==> config.mk <==
export PLATFORM = sky130hd
export DESIGN_NAME = axi_hp_issue_throttle
export DESIGN_NICKNAME = d
export VERILOG_FILES = /design/src/rtl/axi_hp_issue_throttle.sv
export SDC_FILE = /design/constraint.sdc
export NUM_CORES = 1
export LEC_CHECK = 0
export CAP_MARGIN = 20
export CORE_UTILIZATION = 45
export DETAILED_ROUTE_END_ITERATION = 10
export GPL_TIMING_DRIVEN = 0
export PLACE_DENSITY_LB_ADDON = 0.25
export REMOVE_ABC_BUFFERS = 1
export SLEW_MARGIN = 10
export SYNTH_ARGS = -nofsm -noshare
export SYNTH_HDL_FRONTEND = slang
export SYNTH_SLANG_ARGS = --single-unit
==> constraint.sdc <==
create_clock -name i_aclk -period 3.5 [get_ports i_aclk]
set_clock_uncertainty 0.15 [all_clocks]
set_input_delay 0.35 -clock i_aclk [delete_from_list [all_inputs] [get_ports i_aclk]]
set_output_delay 0.35 -clock i_aclk [all_outputs]
set_load 0.005 [all_outputs]
==> src/rtl/axi_hp_issue_throttle.sv <==
// HP port issue throttle: gates AW and AR issue from registered FIFO levels with
// hysteresis. A handshake that is already in flight finishes before the gate closes,
// and ISSUECAP1EN is held high for a while after each throttle releases.
module axi_hp_issue_throttle #(
    parameter int unsigned AW_HIGH  = 12,
    parameter int unsigned AW_LOW   = 8,
    parameter int unsigned W_HIGH   = 96,
    parameter int unsigned W_LOW    = 64,
    parameter int unsigned AR_HIGH  = 6,
    parameter int unsigned AR_LOW   = 4,
    parameter int unsigned R_HIGH   = 96,
    parameter int unsigned R_LOW    = 64,
    parameter int unsigned CAP_HOLD = 16
) (
    input  logic        i_aclk,
    input  logic        i_aresetn,
    // HP port FIFO levels and issue-cap controls
    input  logic [5:0]  i_wacount,
    input  logic [7:0]  i_wcount,
    input  logic [2:0]  i_racount,
    input  logic [7:0]  i_rcount,
    output logic        o_rdissuecap1en,
    output logic        o_wrissuecap1en,
    // AW channel
    input  logic        i_s_awvalid,
    output logic        o_s_awready,
    output logic        o_m_awvalid,
    input  logic        i_m_awready,
    // AR channel
    input  logic        i_s_arvalid,
    output logic        o_s_arready,
    output logic        o_m_arvalid,
    input  logic        i_m_arready,
    // Statistics
    input  logic        i_stat_clr,
    output logic [15:0] o_wr_throttle_cycles,
    output logic [15:0] o_rd_throttle_cycles
);

    // Thresholds must leave a hysteresis band and be reachable by the count.
    if (AW_HIGH <= AW_LOW || AW_HIGH > 63) begin : g_bad_aw
        $error("AW_HIGH must exceed AW_LOW and fit 6 bits");
    end
    if (W_HIGH <= W_LOW || W_HIGH > 255) begin : g_bad_w
        $error("W_HIGH must exceed W_LOW and fit 8 bits");
    end
    if (AR_HIGH <= AR_LOW || AR_HIGH > 7) begin : g_bad_ar
        $error("AR_HIGH must exceed AR_LOW and fit 3 bits");
    end
    if (R_HIGH <= R_LOW || R_HIGH > 255) begin : g_bad_r
        $error("R_HIGH must exceed R_LOW and fit 8 bits");
    end

    localparam int unsigned HOLD_W = (CAP_HOLD == 0) ? 1 : $clog2(CAP_HOLD + 1);
    localparam logic [HOLD_W-1:0] HOLD_LOAD = HOLD_W'(CAP_HOLD);
    localparam logic [HOLD_W-1:0] HOLD_ONE  = HOLD_W'(1);
    localparam logic              HOLD_ANY  = (CAP_HOLD != 0);

    localparam logic [5:0] AW_HI = 6'(AW_HIGH);
    localparam logic [5:0] AW_LO = 6'(AW_LOW);
    localparam logic [7:0] W_HI  = 8'(W_HIGH);
    localparam logic [7:0] W_LO  = 8'(W_LOW);
    localparam logic [2:0] AR_HI = 3'(AR_HIGH);
    localparam logic [2:0] AR_LO = 3'(AR_LOW);
    localparam logic [7:0] R_HI  = 8'(R_HIGH);
    localparam logic [7:0] R_LO  = 8'(R_LOW);

    typedef enum logic [1:0] {StOpen, StPending, StThrottled} state_e;

    logic [5:0]        r_wacount;
    logic [7:0]        r_wcount;
    logic [2:0]        r_racount;
    logic [7:0]        r_rcount;
    state_e            r_wr_state, r_rd_state;
    logic [HOLD_W-1:0] r_wr_hold, r_rd_hold;
    logic              r_wrcap, r_rdcap;
    logic [15:0]       r_wr_stat, r_rd_stat;

    logic w_wr_hi, w_wr_lo, w_rd_hi, w_rd_lo;
    logic w_wr_open, w_rd_open;

    // Register the port FIFO levels once; all compares use these copies.
    always_ff @(posedge i_aclk) begin
        if (!i_aresetn) begin
            r_wacount <= '0;
            r_wcount  <= '0;
            r_racount <= '0;
            r_rcount  <= '0;
        end else begin
            r_wacount <= i_wacount;
            r_wcount  <= i_wcount;
            r_racount <= i_racount;
            r_rcount  <= i_rcount;
        end
    end

    assign w_wr_hi = (r_wacount >= AW_HI) | (r_wcount >= W_HI);
    assign w_wr_lo = (r_wacount <= AW_LO) & (r_wcount <= W_LO);
    assign w_rd_hi = (r_racount >= AR_HI) | (r_rcount >= R_HI);
    assign w_rd_lo = (r_racount <= AR_LO) & (r_rcount <= R_LO);

    // PENDING keeps the gate open so a presented valid is never withdrawn.
    assign w_wr_open = (r_wr_state != StThrottled);
    assign w_rd_open = (r_rd_state != StThrottled);

    assign o_m_awvalid = i_s_awvalid & w_wr_open & i_aresetn;
    assign o_s_awready = i_m_awready & w_wr_open & i_aresetn;
    assign o_m_arvalid = i_s_arvalid & w_rd_open & i_aresetn;
    assign o_s_arready = i_m_arready & w_rd_open & i_aresetn;

    assign o_wrissuecap1en      = r_wrcap;
    assign o_rdissuecap1en      = r_rdcap;
    assign o_wr_throttle_cycles = r_wr_stat;
    assign o_rd_throttle_cycles = r_rd_stat;

    // Write-channel FSM with registered issue-cap enable and post-release hold.
    always_ff @(posedge i_aclk) begin
        if (!i_aresetn) begin
            r_wr_state <= StOpen;
            r_wr_hold  <= '0;
            r_wrcap    <= 1'b0;
        end else begin
            unique case (r_wr_state)
                StOpen: begin
                    if (w_wr_hi) begin
                        r_wr_state <= (o_m_awvalid && !i_m_awready) ? StPending : StThrottled;
                        r_wr_hold  <= '0;
                        r_wrcap    <= 1'b1;
                    end else if (r_wr_hold != '0) begin
                        r_wr_hold <= r_wr_hold - HOLD_ONE;
                        r_wrcap   <= (r_wr_hold != HOLD_ONE);
                    end else begin
                        r_wrcap <= 1'b0;
                    end
                end
                StPending: begin
                    if (o_m_awvalid && i_m_awready) r_wr_state <= StThrottled;
                end
                StThrottled: begin
                    if (w_wr_lo) begin
                        r_wr_state <= StOpen;
                        r_wr_hold  <= HOLD_LOAD;
                        r_wrcap    <= HOLD_ANY;
                    end
                end
                default: r_wr_state <= StOpen;
            endcase
        end
    end

    // Read-channel FSM, identical behaviour on the AR/R levels.
    always_ff @(posedge i_aclk) begin
        if (!i_aresetn) begin
            r_rd_state <= StOpen;
            r_rd_hold  <= '0;
            r_rdcap    <= 1'b0;
        end else begin
            unique case (r_rd_state)
                StOpen: begin
                    if (w_rd_hi) begin
                        r_rd_state <= (o_m_arvalid && !i_m_arready) ? StPending : StThrottled;
                        r_rd_hold  <= '0;
                        r_rdcap    <= 1'b1;
                    end else if (r_rd_hold != '0) begin
                        r_rd_hold <= r_rd_hold - HOLD_ONE;
                        r_rdcap   <= (r_rd_hold != HOLD_ONE);
                    end else begin
                        r_rdcap <= 1'b0;
                    end
                end
                StPending: begin
                    if (o_m_arvalid && i_m_arready) r_rd_state <= StThrottled;
                end
                StThrottled: begin
                    if (w_rd_lo) begin
                        r_rd_state <= StOpen;
                        r_rd_hold  <= HOLD_LOAD;
                        r_rdcap    <= HOLD_ANY;
                    end
                end
                default: r_rd_state <= StOpen;
            endcase
        end
    end

    // Saturating non-OPEN cycle counters; clear wins over increment.
    always_ff @(posedge i_aclk) begin
        if (!i_aresetn || i_stat_clr) begin
            r_wr_stat <= '0;
            r_rd_stat <= '0;
        end else begin
            if (r_wr_state != StOpen && r_wr_stat != 16'hFFFF) r_wr_stat <= r_wr_stat + 16'd1;
            if (r_rd_state != StOpen && r_rd_stat != 16'hFFFF) r_rd_stat <= r_rd_stat + 16'd1;
        end
    end

endmodule

Yosys cells after proc, flatten, opt, wreduce, memory -nomap -nowiden
Index checks and enable logic that the tools add are counted.
Widths: inputs -> output; s select.
Word-level totals
  bits in registers: 73
  output and inout port bits: 38
  word-level logic and storage cells: 104
Cells by class
  $add $sub $neg: 4
  order comparisons: 8
  eq/ne operators: 18
  muxes and demuxes: 26
  bitwise gates (word level): 12
  reduce and logical (&&, ||, !) cells: 24
Operators with widths (count)
  $add 16x1->16 const B: 2
  $ne 16x16->1 const B: 2
  $mux 5: 6
  $pmux 5 s2: 2
  $ge 8x7->1 const B: 2
  $le 8x7->1 const B: 2
  $mux 2: 8
  $ne 2x2->1 const B: 8
  $pmux 2 s3: 2
  $reduce_and 3->1: 4
  $and 1x1->1: 10
  $ne 5x1->1 const B: 2
  $reduce_bool 5->1: 2
  $sub 5x1->5 const B: 2
  $reduce_bool 2->1: 4
  $ge 6x4->1 const B: 1
  $le 6x4->1 const B: 1
  $logic_and 1x1->1: 6
  $mux 1: 6
  $ne 3x3->1 const B: 2
  $eq 2x1->1 const B: 2
  $eq 2x2->1 const B: 2
  $logic_not 2->1: 2
  $pmux 1 s2: 2
  6 further kinds: 10

Longest topological paths before layout
  depth in word-level cells: 7
  gate-level depth with buffers: 7

Worst setup path before layout
Ideal clock, no wire load.
  path type: register -> register
  from: register r_rcount[0]
  to: register r_rd_hold[3]
  data arrival time: 1790 ps
  required time: 3230 ps
  path slack: 1440 ps
  stages on the path, launching flop included: 6
  path buffers: 0
  period minus slack after synthesis: 2060 ps
  cell sequence: dfxtp_1 > or4_4 > o31ai_2 > nand3b_1 > a221o_1 > o31a_1
On the way
  cells in the longest elaborated chain, start to end: 4
  elaborated cells between the ends (all ways): 9
  those cells by class: 2 x order compare; 2 x eq/ne; 2 x mux; 2 x bitwise; 1 x reduce/logical
Ends and longest elaborated chain
  start, declared: RTL line 73  | logic [7:0] r_rcount;
  start signal, assigned: RTL line 93  | r_rcount <= i_rcount;
  $ge 8x7->1 or $le 8x7->1 (tied branches): RTL line 99, 100
  $or 1x1->1 or $and 1x1->1 (tied branches): RTL line 99, 100
  $ne 3x3->1 (no line), or another cell as far along
  $reduce_and 3->1 (no line) or $pmux 5 s2 (tied branches)
  end signal, assigned: RTL line 165  | r_rd_hold <= r_rd_hold - HOLD_ONE;
  end, declared: RTL line 75  | logic [HOLD_W-1:0] r_wr_hold, r_rd_hold;
Parallel ways exist; a longest one is shown, timed or not.
A chain may end at the register's enable or synchronous reset.

Worst setup path after layout
  from: register r_rd_state[0]
  to: output o_m_arvalid
On the way
  cells in the longest elaborated chain, start to end: 3
Ends and longest elaborated chain
  start, declared: RTL line 74  | state_e r_wr_state, r_rd_state;
  start signal, assigned: RTL line 154  | r_rd_state <= StOpen;
  start signal, assigned: RTL line 161  | r_rd_state <= (o_m_arvalid && !i_m_arready) ? StPending : StThrottled;
  start signal, assigned: RTL line 172  | if (o_m_arvalid && i_m_arready) r_rd_state <= StThrottled;
  $ne 2x2->1: RTL line 104  | assign w_rd_open = (r_rd_state != StThrottled);
  $and 1x1->1 (2 in series): RTL line 108  | assign o_m_arvalid = i_s_arvalid & w_rd_open & i_aresetn;
  end, declared: RTL line 32  | output logic o_m_arvalid,
No other way between the ends.

==> impl_results.md <==
- Sequential area share after synthesis: 0.455
- Post-Syn Area per Cell: 8.92 um2
- Pwr/cell area: 463 mW/mm2
- Drt total wl: 6.34 mm
- Root buf cell: clkbuf_8
- Most common cell in the synthesized netlist: dfxtp_1
- Depth of the most critical reg-to-reg path: 5
- Vias in the first global route: approximately 2,500
- Clk_lat worst skew: about 0.34 ns
- Reg-to-reg endpoint: r_rd_hold[3]$_SDFFE_PN0P_
- Synth area leader: dfxtp_1
- Reg2reg start: r_rcount[0]$_SDFF_PN0_
- Psw: 0.000506 W
- Util after Layout: 0.612
- Mux cell area share after synthesis: 0.00935
- RSZ-0062 raised after global routing: false
- Simple-Gate Fraction of Synth Area: 0.277
- Crit path cell chain: nand2b_1 > and3_1 > clkdlybuf4s50_1
- Top-Level Pins: 70
- Critical-path top delay cell: dfxtp_1
- Drt first pass iters: 4
- Final setup viols: 0
- Sequential fraction of design power: 0.485
- Final Wtd Congestion: between 0.8 and 0.9
- Fmax: 427 MHz
- Share of cells above drive strength 1: 0.0460
- Total track usage: 0.178
- Port bufs: 69
- Die Area: 0.00748 mm2
- Layout area overhead: 30.1%
- Number of max-cap violations: 0
- Main combinational cell family by area after synthesis: simple AND/OR/NAND/NOR gates
- Initial core utilization: 0.470
- Initial antenna violation count: 0
- Clock slew at reported path FFs: 0.07 ns
- Row cnt: 30
- Final ANT Viol Nets: 0
- # diodes: 0
- First-pass GRT wire length: 10.6 mm
- Outcome: completed
- Library cells used by synthesis: 55
- Worst-margin pin slew: 0.735 ns
- Die Width: 86.5 um
- Post-CTS setup buffers: 0
- Gate power share: 0.185
- Post-Synth XOR/XNOR Area: 0.0655
- Synthesized area: 0.00321 mm2
- Post-route minimum period: 2.34 ns
- 1st-iter DRT viols: 74
- CTS tree: yes
- Vias per inst: roughly 5.3
- Clk pwr share: 0.330
- Yosys warning count: 0
- Grt ovf: 0
- Core Area: around 0.007 mm2
- Top cells by area, synth: dfxtp_1 46%, nor2_1 5.5%, and2_1 5.3%
- Count of clock tree sinks: 73
- Top FF cell, synth: dfxtp_1
- Worst VDD drop: 0.000256 V
- Final Hold Fails: 0
- Setup TNS: 0 ns
- Setup crit end kind: output port
- Max FO, Critical Path: 11
- Drt drc: 0
- Post-route worst setup slack: ~1.2 ns
- Worst hold start: r_wr_hold[4]$_SDFFE_PN0P_
- Largest net degree at the start of global routing: roughly 50
- Die H: 86.5 um
- Hold/Removal Path Class: reg2reg
- Post-synth top area share: 0.455
- Post-DP HPWL: approximately 4.6 mm
- CTS Hold Bufs: 0
- H-Tree Depth: 3
- Vias: 2,809
- Asr flop ratio synth: 0
- Number of synthesized flops with an enable pin: 0
- Hold EP: r_wr_hold[4]$_SDFFE_PN0P_
- Leakage: 1.52 nW
- Internal: approximately 0.0014 W
- R2R setup slack: 1.34 ns
- Net Sw Frac: 0.262
- Pins Over Slew Limit: 0
- CTS Buffer Depth: 2
- Synth Instances: 360
- Flops & latches, synth: 73
- WP data required: about 3.0 ns
- Average wire per cell in the routed design: 11.9 um
- Post-layout net count: 468
- CP Class: reg2out
- Post-CTS resize count: 0
- Critical path's largest stage delay: 0.53 ns
- Tcrit/Tclk final: 0.669
- Worst hold path depth: 1
- Worst hold slack: roughly 0.35 ns
- Adder-cell share of the synthesized area: 0.0234
- Crit path launch type: register
- Commonest cells post-synth: 73 x dfxtp_1, 47 x nor2_1, 27 x and2_1, 19 x nand2_1, 17 x a21oi_1
- Worst Path Arrival: 1.84 ns
- Pre-CTS setup slack: 1.25 ns
- Compound-Gate Fraction of Synth Area: 0.144
- Max-slew headroom: 0.506
- CTS Buf Count: 9
-- sequential cells by signal (all words and copies together) (netlist names) --
signal	cells
r_wacount	6
r_wcount	8
o_rd_throttle_cycles	16
o_wr_throttle_cycles	16
o_rdissuecap1en	1
r_racount	3
r_wr_hold	5
r_rd_hold	5
r_rd_state	2
r_wr_state	2
o_wrissuecap1en	1
r_rcount	8
-- routing by layer --
layer  GRT usage  vias to the layer above  wire (um)
met3      0.0324                       11        294
met5           0                        -          0
met2       0.311                       81       3000
met1       0.211                     1297       2920
met4      0.0864                        0        119
li1            -                     1420          -
-- layout by cell type, fill, tap and decap left out, types with 13 or more instances in the layout --
cell type / n
and2_1: 27
nand3_1: 14
nor2_1: 47
dfxtp_1: 73
nand4_1: 13
nand2_1: 19
a21oi_1: 17
clkdlybuf4s50_1: 68
-- power by group through the flow --
stage                     Combinational [W]  Clock, W  Sequential, W
after CTS                          0.000360  0.000653       0.000937
after global placement             0.000350         0       0.000954
after global routing               0.000402  0.000688       0.000945
after floorplan                    0.000244         0       0.000946
after detailed placement           0.000358         0       0.000956
final                              0.000358  0.000638       0.000937
-- logic make-up (layout without fill, tap and decap cells) --
| group | Yosys count | count (layout) |
|---|---|---|
| and+or+nand+nor | 168 | 168 |
| DFF | 73 | 73 |
| AOI/OAI and AO/OA | 65 | 65 |
| xor gates and xnor gates | 24 | 24 |
| buffers and inverters | 21 | 96 |
| adders and majority gates | 6 | 6 |
| muxes | 3 | 3 |
-- worst max path at each step --
stage                     slack (ns)  cells after the start                       start                                   end
after floorplan                 1.44                      5      r_rcount[0]$_SDFF_PN0_             r_rd_hold[3]$_SDFFE_PN0P_
after global placement          0.11                      3                   i_aresetn  o_rd_throttle_cycles[2]$_SDFFE_PP0P_
after detailed placement        1.25                      4                   i_aresetn                           o_m_awvalid
after CTS                       1.14                      3  r_rd_state[0]$_SDFFE_PN0P_                           o_m_arvalid
after global routing            1.08                      3  r_rd_state[0]$_SDFFE_PN0P_                           o_m_arvalid
final                           1.16                      3  r_rd_state[0]$_SDFFE_PN0P_                           o_m_arvalid
-- stage by stage --
step / area, um2 / power [W] / instances
2_1_floorplan: 3170 / 0.00119 / 349
3_3_place_gp: 3980 / 0.00130 / 514
3_5_place_dp: 3990 / 0.00131 / 515
4_1_cts: 4180 / 0.00195 / 531
5_1_grt: 4180 / 0.00204 / 531
6_report: 4180 / 0.00193 / 531
-- final cells by class --
| cell class | instances | area [um2] |
|---|---|---|
| flip-flops and latches | 73 | 1460 |
| multi-input cells | 266 | 1670 |
| well taps | 96 | 120 |
| clock buffers | 13 | 149 |
| clock inverters | 3 | 40.0 |
| inverters | 10 | 37.5 |
| repair buffers | 70 | 701 |
| fillers | 625 | 2650 |
-- critical path: cells and delay by family, from the launching register on --
kind                   cells  cell delay, ns
buffers and inverters      1            0.50
DFF                        1            0.53
and+or+nand+nor            2            0.47
Note: power is estimated with default switching activity, not from simulation.
